--- src/rtl/imem_loader.sv ---
// Purpose : streams 8-bit instruction codes into the instruction memory from address 0, holding fetch stalled meanwhile.
// Latency : a byte accepted on edge Tn is written during Tn..Tn+1; done/core_hold release two edges after the final byte.
// Backpressure: in_ready is high only in LOAD; it drops on the terminating acceptance, so later bytes are never taken.
module imem_loader #(
  parameter int DEPTH  = 8,
  parameter int ADDR_W = 3
) (
  input  logic              clk,
  input  logic              reset,
  input  logic              start,
  input  logic              in_valid,
  input  logic [7:0]        in_data,
  input  logic              in_last,
  output logic              in_ready,
  output logic              mem_we,
  output logic [ADDR_W-1:0] mem_addr,
  output logic [7:0]        mem_wdata,
  output logic              core_hold,
  output logic              done,
  output logic [ADDR_W:0]   count,
  output logic              full
);

  typedef enum logic [1:0] {
    S_IDLE  = 2'd0,
    S_LOAD  = 2'd1,
    S_FLUSH = 2'd2,
    S_DONE  = 2'd3
  } state_t;

  state_t              r_state;
  state_t              w_state_nxt;

  // Registered outputs and the write pointer.
  logic [ADDR_W-1:0]   r_ptr;
  logic                r_in_ready;
  logic                r_mem_we;
  logic [ADDR_W-1:0]   r_mem_addr;
  logic [7:0]          r_mem_wdata;
  logic                r_core_hold;
  logic                r_done;
  logic [ADDR_W:0]     r_count;
  logic                r_full;

  // Next values computed by the output process.
  logic [ADDR_W-1:0]   w_ptr_nxt;
  logic                w_in_ready_nxt;
  logic                w_mem_we_nxt;
  logic [ADDR_W-1:0]   w_mem_addr_nxt;
  logic [7:0]          w_mem_wdata_nxt;
  logic                w_core_hold_nxt;
  logic                w_done_nxt;
  logic [ADDR_W:0]     w_count_nxt;
  logic                w_full_nxt;

  logic                w_accept;
  logic                w_at_end;
  logic                w_term;
  logic                w_start_ok;

  // A byte is taken only while loading with ready advertised; the last
  // memory slot or an in_last byte closes the load.
  assign w_accept   = (r_state == S_LOAD) & r_in_ready & in_valid;
  assign w_at_end   = (r_ptr == ADDR_W'(DEPTH - 1));
  assign w_term     = w_accept & (in_last | w_at_end);
  assign w_start_ok = start & ((r_state == S_IDLE) | (r_state == S_DONE));

  // State register with asynchronous active-low reset.
  always_ff @(posedge clk or negedge reset) begin
    if (!reset) begin
      r_state <= S_IDLE;
    end else begin
      r_state <= w_state_nxt;
    end
  end

  // Next-state decode: start only matters in IDLE/DONE, FLUSH is one cycle.
  always_comb begin
    w_state_nxt = r_state;
    case (r_state)
      S_IDLE:  if (start)  w_state_nxt = S_LOAD;
      S_LOAD:  if (w_term) w_state_nxt = S_FLUSH;
      S_FLUSH: w_state_nxt = S_DONE;
      S_DONE:  if (start)  w_state_nxt = S_LOAD;
      default: w_state_nxt = S_IDLE;
    endcase
  end

  // Output decode: next values of every registered output; most hold by default.
  always_comb begin
    w_ptr_nxt       = r_ptr;
    w_in_ready_nxt  = r_in_ready;
    w_mem_we_nxt    = 1'b0;
    w_mem_addr_nxt  = r_mem_addr;
    w_mem_wdata_nxt = r_mem_wdata;
    w_core_hold_nxt = r_core_hold;
    w_done_nxt      = r_done;
    w_count_nxt     = r_count;
    w_full_nxt      = r_full;
    case (r_state)
      S_IDLE, S_DONE: begin
        if (w_start_ok) begin
          w_ptr_nxt       = '0;
          w_count_nxt     = '0;
          w_done_nxt      = 1'b0;
          w_full_nxt      = 1'b0;
          w_core_hold_nxt = 1'b1;
          w_in_ready_nxt  = 1'b1;
        end
      end
      S_LOAD: begin
        w_in_ready_nxt = 1'b1;
        if (w_accept) begin
          w_mem_we_nxt    = 1'b1;
          w_mem_addr_nxt  = r_ptr;
          w_mem_wdata_nxt = in_data;
          w_count_nxt     = r_count + (ADDR_W + 1)'(1);
          // The pointer parks on the last slot rather than wrapping.
          w_ptr_nxt       = w_at_end ? r_ptr : r_ptr + ADDR_W'(1);
          if (w_term) begin
            w_in_ready_nxt = 1'b0;
            w_full_nxt     = w_at_end & ~in_last;
          end
        end
      end
      S_FLUSH: begin
        w_in_ready_nxt  = 1'b0;
        w_core_hold_nxt = 1'b0;
        w_done_nxt      = 1'b1;
      end
      default: begin
        w_in_ready_nxt  = 1'b0;
        w_core_hold_nxt = 1'b0;
      end
    endcase
  end

  // Output and pointer registers; everything clears immediately on reset.
  always_ff @(posedge clk or negedge reset) begin
    if (!reset) begin
      r_ptr       <= '0;
      r_in_ready  <= 1'b0;
      r_mem_we    <= 1'b0;
      r_mem_addr  <= '0;
      r_mem_wdata <= '0;
      r_core_hold <= 1'b0;
      r_done      <= 1'b0;
      r_count     <= '0;
      r_full      <= 1'b0;
    end else begin
      r_ptr       <= w_ptr_nxt;
      r_in_ready  <= w_in_ready_nxt;
      r_mem_we    <= w_mem_we_nxt;
      r_mem_addr  <= w_mem_addr_nxt;
      r_mem_wdata <= w_mem_wdata_nxt;
      r_core_hold <= w_core_hold_nxt;
      r_done      <= w_done_nxt;
      r_count     <= w_count_nxt;
      r_full      <= w_full_nxt;
    end
  end

  assign in_ready  = r_in_ready;
  assign mem_we    = r_mem_we;
  assign mem_addr  = r_mem_addr;
  assign mem_wdata = r_mem_wdata;
  assign core_hold = r_core_hold;
  assign done      = r_done;
  assign count     = r_count;
  assign full      = r_full;

endmodule

--- config.mk ---
export PLATFORM = sky130hd
export DESIGN_NAME = imem_loader
export DESIGN_NICKNAME = d
export VERILOG_FILES = /design/src/rtl/imem_loader.sv
export SDC_FILE = /design/constraint.sdc
export NUM_CORES = 1
export LEC_CHECK = 0
export CELL_PAD_IN_SITES_DETAIL_PLACEMENT = 0
export CELL_PAD_IN_SITES_GLOBAL_PLACEMENT = 1
export CORE_ASPECT_RATIO = 0.5
export CORE_MARGIN = 2
export CORE_UTILIZATION = 35
export CTS_BUF_LIST = sky130_fd_sc_hd__clkbuf_8
export CTS_CLUSTER_SIZE = 14
export DETAILED_ROUTE_END_ITERATION = 10
export GPL_TIMING_DRIVEN = 0
export PLACE_DENSITY = 0.79
export SLEW_MARGIN = 20
export SYNTH_ARGS = -nofsm -noshare
export SYNTH_HDL_FRONTEND = slang
export SYNTH_SLANG_ARGS = --single-unit
--- constraint.sdc ---
create_clock -name clk -period 1.7 [get_ports clk]
set_clock_uncertainty 0.05 [all_clocks]
set_input_delay 0.34 -clock clk [delete_from_list [all_inputs] [get_ports clk]]
set_output_delay 0.34 -clock clk [all_outputs]
set_load 0.005 [all_outputs]
======== After elaboration in Yosys (flattened, before gate mapping) ========
Index checks and enable logic that the tools add are counted.
W data, S select, Z words.
storage, ports and cells
  flip-flop bits (word level) ............. 25
  output and inout bits ................... 20
  logic and storage cells ................. 61
operators by class
  reductions and logical operators ........ 10
  muxes and demuxes ....................... 22
  bitwise gates (word level) .............. 8
  $add $sub $neg .......................... 2
  equality and inequality tests ........... 9
operators by type and width
  kind                   number
  $mux W3                3
  $mux W1                8
  $mux W4                2
  $pmux W4 S2            1
  $reduce_and A4 Y1      2
  $ne A2 B2 Y1 const B   3
  $pmux W1 S2            3
  $pmux W2 S3            1
  $pmux W3 S2            1
  $reduce_and A2 Y1      3
  $and A1 B1 Y1          5
  $add A4 B1 Y4 const B  1
  $eq A2 B2 Y1 const B   2
  $mux W2                2
  $ne A2 B1 Y1 const B   2
  $reduce_bool A2 Y1     2
  $add A3 B1 Y3 const B  1
  $eq A3 B3 Y1 const B   1
  $pmux W1 S3            1
  $reduce_and A3 Y1      1
  $eq A2 B1 Y1 const B   1
  $logic_not A2 Y1       1
  $or A1 B1 Y1           2
  $reduce_or A2 Y1       1
  $not A1 Y1             1

======== Logic depth before layout (Yosys ltp) ========
  depth in word-level cells ............... 7
  gate-level depth with buffers ........... 6

======== Worst setup path before layout ========
OpenSTA, ideal clock, no wires.
  kind .................................... flip-flop to flip-flop
  from .................................... register r_state[0]
  to ...................................... register r_ptr[0]
  setup time .............................. 0.126 ns
  stages on the path, launching flop included .. 6
  path buffers ............................ 0
  setup slack ............................. -0.080 ns
  arrival time ............................ 1.603 ns
  cells stage by stage .................... dfrtp_1 -> inv_1 -> ha_1 -> nor2b_4 -> or3_4 -> a221o_1
on the way
  cells in the longest elaborated chain, start to end .. 5
  elaborated cells on any way between the ends .. 14
ends and longest elaborated chain
  what                                                    line     text
  from (decl)                                             31       state_t r_state;
  from (signal assigned)                                  73       r_state <= w_state_nxt;
  $eq A2 B1 Y1, or another cell as far along              63, 100
  $and A1 B1 Y1 or $or A1 B1 Y1 (tied branches)           63, 66
  $and A1 B1 Y1 (on tied branches)                        63, 66
  $ne A2 B2 Y1 (no line) or $ne A2 B1 Y1 (tied branches)  n/a
  $reduce_and A4 Y1 (no line)                             n/a
  to (signal assigned)                                    151      r_ptr <= w_ptr_nxt;
  to (decl)                                               35       logic [ADDR_W-1:0] r_ptr;
Parallel ways exist; a longest one is shown, timed or not.
A chain may end at the register's enable or synchronous reset.

======== Worst setup path in the final report ========
  from .................................... register r_state[0]
  to ...................................... register r_count[2], in the netlist count[2]
on the way
  cells in the longest elaborated chain, start to end .. 5
  elaborated cells on any way between the ends .. 13
ends and longest elaborated chain
  what                                                    line     text
  $eq A2 B1 Y1, or another cell as far along              63, 100
  $and A1 B1 Y1 or $or A1 B1 Y1 (tied branches)           63, 66
  $and A1 B1 Y1 (on tied branches)                        63, 66
  $ne A2 B2 Y1 (no line) or $ne A2 B1 Y1 (tied branches)  n/a
  $reduce_and A3 Y1 (no line)                             n/a
  to (signal assigned)                                    158      r_count <= w_count_nxt;
  to (decl)                                               42       logic [ADDR_W:0] r_count;
Parallel ways exist; a longest one is shown, timed or not.

==> metrics.md <==
| Metric | Value |
|---|---|
| Status | `complete, but fails checks` |
| Failing checks | `setup timing` |
| Core ar. | `0.003378 mm²` |
| Top-area cell type share of the netlist area | `51.39%` |
| Most used flip-flop cell after synthesis | `dfrtp_1` |
| Avg WL per Cell | `13.95 µm` |
| Port bufs | `32` |
| Initial antenna violation count | `0` |
| Crit end category | `flip-flop` |
| Critical Path AT | `1.89 ns` |
| Reg-to-reg slack, setup | `-0.03 ns` |
| Time the worst path needs with I/O delays and setup | `1.732 ns` |
| Sink Count | `25` |
| Worst slew pin tran | `0.5767 ns` |
| Ant. Diodes | `0` |
| Total CTS buffers | `3` |
| RD Place Congestion | `0.7529` |
| Leading area contributor after synthesis | `dfrtp_1` |
| Worst Path Required | `1.86 ns` |
| Commonest non-fill, non-tap cells in the layout | `31 x clkdlybuf4s50_1, 24 x dfrtp_1, 11 x mux2_2` |
| Post-Syn Area | `0.001217 mm²` |
| Clock root cell | `clkbuf_8` |
| Clock-pin slew on the worst setup and hold paths | `0.09 ns` |
| Die area | `0.003995 mm²` |
| Final period utilization | `101.9%` |
| Die outline height | `45.71 µm` |
| First-pass GRT wire length | `4402 µm` |
| CTS tree | `built` |
| Worst VDD drop | `0.7788 mV` |
| Synthesized Nets | `123` |
| Drt initial violations | `43` |
| CTS max path bufs | `2` |
| Routed wire length | `2637 µm` |
| Yosys warns | `0` |
| Area Overhead vs Synth | `46.15%` |
| Design area | `0.001779 mm²` |
| Unrepaired setup endpoints after global routing | `true` |
| Worst hold-check slack | `0.005615 ns` |
| Final setup fails | `3` |
| Crit-path cells | `inv_2, ha_4, nor2b_4, buf_6, or4b_4, o21ai_2` |
| Leakage | `0.7886 nW` |
| Pin count of the biggest net entering global routing | `26` |
| Final Hold Fails | `0` |
| Worst Hold Class | `in2async` |
| Synth async-reset ratio | `100.0%` |
| Nets | `167` |
| Worst reg2reg path endpoint | `count[2]$_DFFE_PN0P_` |
| Drt drc | `0` |
| Detail Route Antenna Nets | `0` |
| Slew Viols, Final | `0` |
| Max Fclk | `0.5774 GHz` |
| Power per standard cell area | `1669 mW/mm²` |
| DIE WIDTH | `87.41 µm` |
| FF-to-FF path depth | `6` |
| Sequential-to-total area share from yosys stat | `51.39%` |
| H-tree Lvls | `1` |
| Crit-path max FO | `5` |
| Critical Path Source Type | `flip-flop` |
| Netlist cell types | `33` |
| Layout cells sized above 1 | `30.61%` |
| Overall Global Routing Usage | `14.45%` |
| Initial cell density of the core | `36.04%` |
| Slowest CP cell | `or4b_4` |
| Via count | `972` |
| Design Power | `2.969 mW` |
| Number of synthesized flops with an enable pin | `0` |
| # IOs | `33` |
| Remaining global-route overflow | `0` |
| Placed Area | `0.001608 mm²` |
| Core Rows | `15` |
| Avg Inst Size Synth | `11.71 µm²` |
| Setup WS post-layout | `-0.03193 ns` |
| Seq cells post-synth | `25` |
| Area contributors post-synth | `dfrtp_1 51%, mux2_2 10%, ha_1 6.2%` |
| Most common cell after layout, fill and taps aside | `clkdlybuf4s50_1` |
| Vias per Instance | `5.143` |
| Dpl hpwl | `1777 µm` |
| Reg2Reg Launch Point | `r_state[0]$_DFFE_PN0P_` |
| Number of global-route vias before repair | `954` |
| Syn Inst Count | `104` |
| Max cap viols | `0` |
| Delay of the slowest critical-path stage | `0.50 ns` |
| Normalized max-slew margin | `61.55%` |
| Clk_lat worst skew | `0.27 ns` |
| CP Class | `reg2reg` |
| Drt first pass iters | `4` |
==> cells by family (layout without fill, tap and decap cells) <==
| family | after synthesis | in the layout | synth area share, % |
|---|---|---|---|
| mux | 13 | 13 | 11.82 |
| fa+ha+maj | 6 | 6 | 6.166 |
| buf+inv | 11 | 54 | 4.110 |
| flops | 25 | 25 | 51.39 |
| simple gates | 26 | 26 | 12.75 |
| compound gates | 23 | 23 | 13.77 |
==> synthesized netlist by cell type, drive strengths merged, types with 2 or more instances <==
library cell   n
a22o           2
dfrtp         25
inv            6
a21oi          3
or3            2
nand2          4
o21ai          5
o31ai          4
nand3          3
nand2b         3
o41ai          3
clkbuf         3
mux2i          2
nor2           5
mux2          11
buf            2
nor2b          4
ha             6
==> sequential cells by signal (all words and copies together), names as in the netlist <==
signal	flops
core_hold	1
count	4
done	1
full	1
in_ready	1
mem_addr	3
mem_wdata	8
mem_we	1
r_ptr	3
r_state	2
==> worst max path at each step <==
| stage | startpoint | end | cells past startpoint |
|---|---|---|---|
| floorplan | r_state[0]$_DFFE_PN0P_ | r_ptr[0]$_DFFE_PN0P_ | 5 |
| global placement | in_valid | r_ptr[0]$_DFFE_PN0P_ | 4 |
| detailed placement | in_valid | r_ptr[0]$_DFFE_PN0P_ | 4 |
| CTS | r_state[0]$_DFFE_PN0P_ | count[0]$_DFFE_PN0P_ | 6 |
| global route | r_state[0]$_DFFE_PN0P_ | count[2]$_DFFE_PN0P_ | 6 |
| finish | r_state[0]$_DFFE_PN0P_ | count[2]$_DFFE_PN0P_ | 6 |
==> report_power, final <==
| group | leakage [nW] | switching (mW) | internal [mW] |
|---|---|---|---|
| clock | 0.0255 | 0.192 | 0.164 |
| combinational | 0.450 | 0.657 | 0.963 |
| sequential | 0.313 | 0.172 | 0.821 |
| total | 0.789 | 1.02 | 1.95 |
==> area by class of cell <==
| class | count | area [µm²] |
|---|---|---|
| Clock inverter | 1 | 5.005 |
| Fill cell | 318 | 1599 |
| Buffer | 3 | 20.02 |
| Timing Repair Buffer | 41 | 380.4 |
| Tap cell | 42 | 52.55 |
| Multi-Input combinational cell | 68 | 630.6 |
| Inverter | 6 | 22.52 |
| Sequential cell | 25 | 626.9 |
| Clock buffer | 3 | 41.29 |
==> critical path, delay by kind of cell (launching register included) <==
kind | cells | cell delay [ns]
and+or+nand+nor | 2 | 0.63
DFF | 1 | 0.44
buffers and inverters | 2 | 0.23
adders and majority gates | 1 | 0.20
AOI/OAI and AO/OA | 1 | 0.12
==> layer usage <==
layer,track usage (%),up-vias,part of all wire [%]
li1,-,465,-
met1,17.73,485,46
met2,26.67,20,50
met3,3.261,2,3.5
met4,3.077,0,0.53
met5,0,-,0
==> what timing repair did <==
item,4_1_cts,5_1_grt
buffers inserted,7,1
endpoints found under the setup margin,9,9
resized for setup,7,7
endpoints found under the hold margin,0,0
hold buffers,0,0
pin swaps,5,3
gates cloned,1,0
==> per-stage QoR <==
| step | TNS, ns | utilization, % | cells | worst slack (ns) |
|---|---|---|---|---|
| finish | -0.06979 | 52.67 | 189 | -0.03193 |
| global route | -0.3111 | 52.67 | 189 | -0.09175 |
| CTS | -0.07037 | 51.19 | 188 | -0.04060 |
| detailed placement | -2.912 | 47.59 | 178 | -0.2682 |
| global placement | -5.337 | 47.74 | 178 | -0.2651 |
| floorplan | 0 | - | 104 | 0.005623 |
No activity file was read; power rests on OpenSTA's default activity.
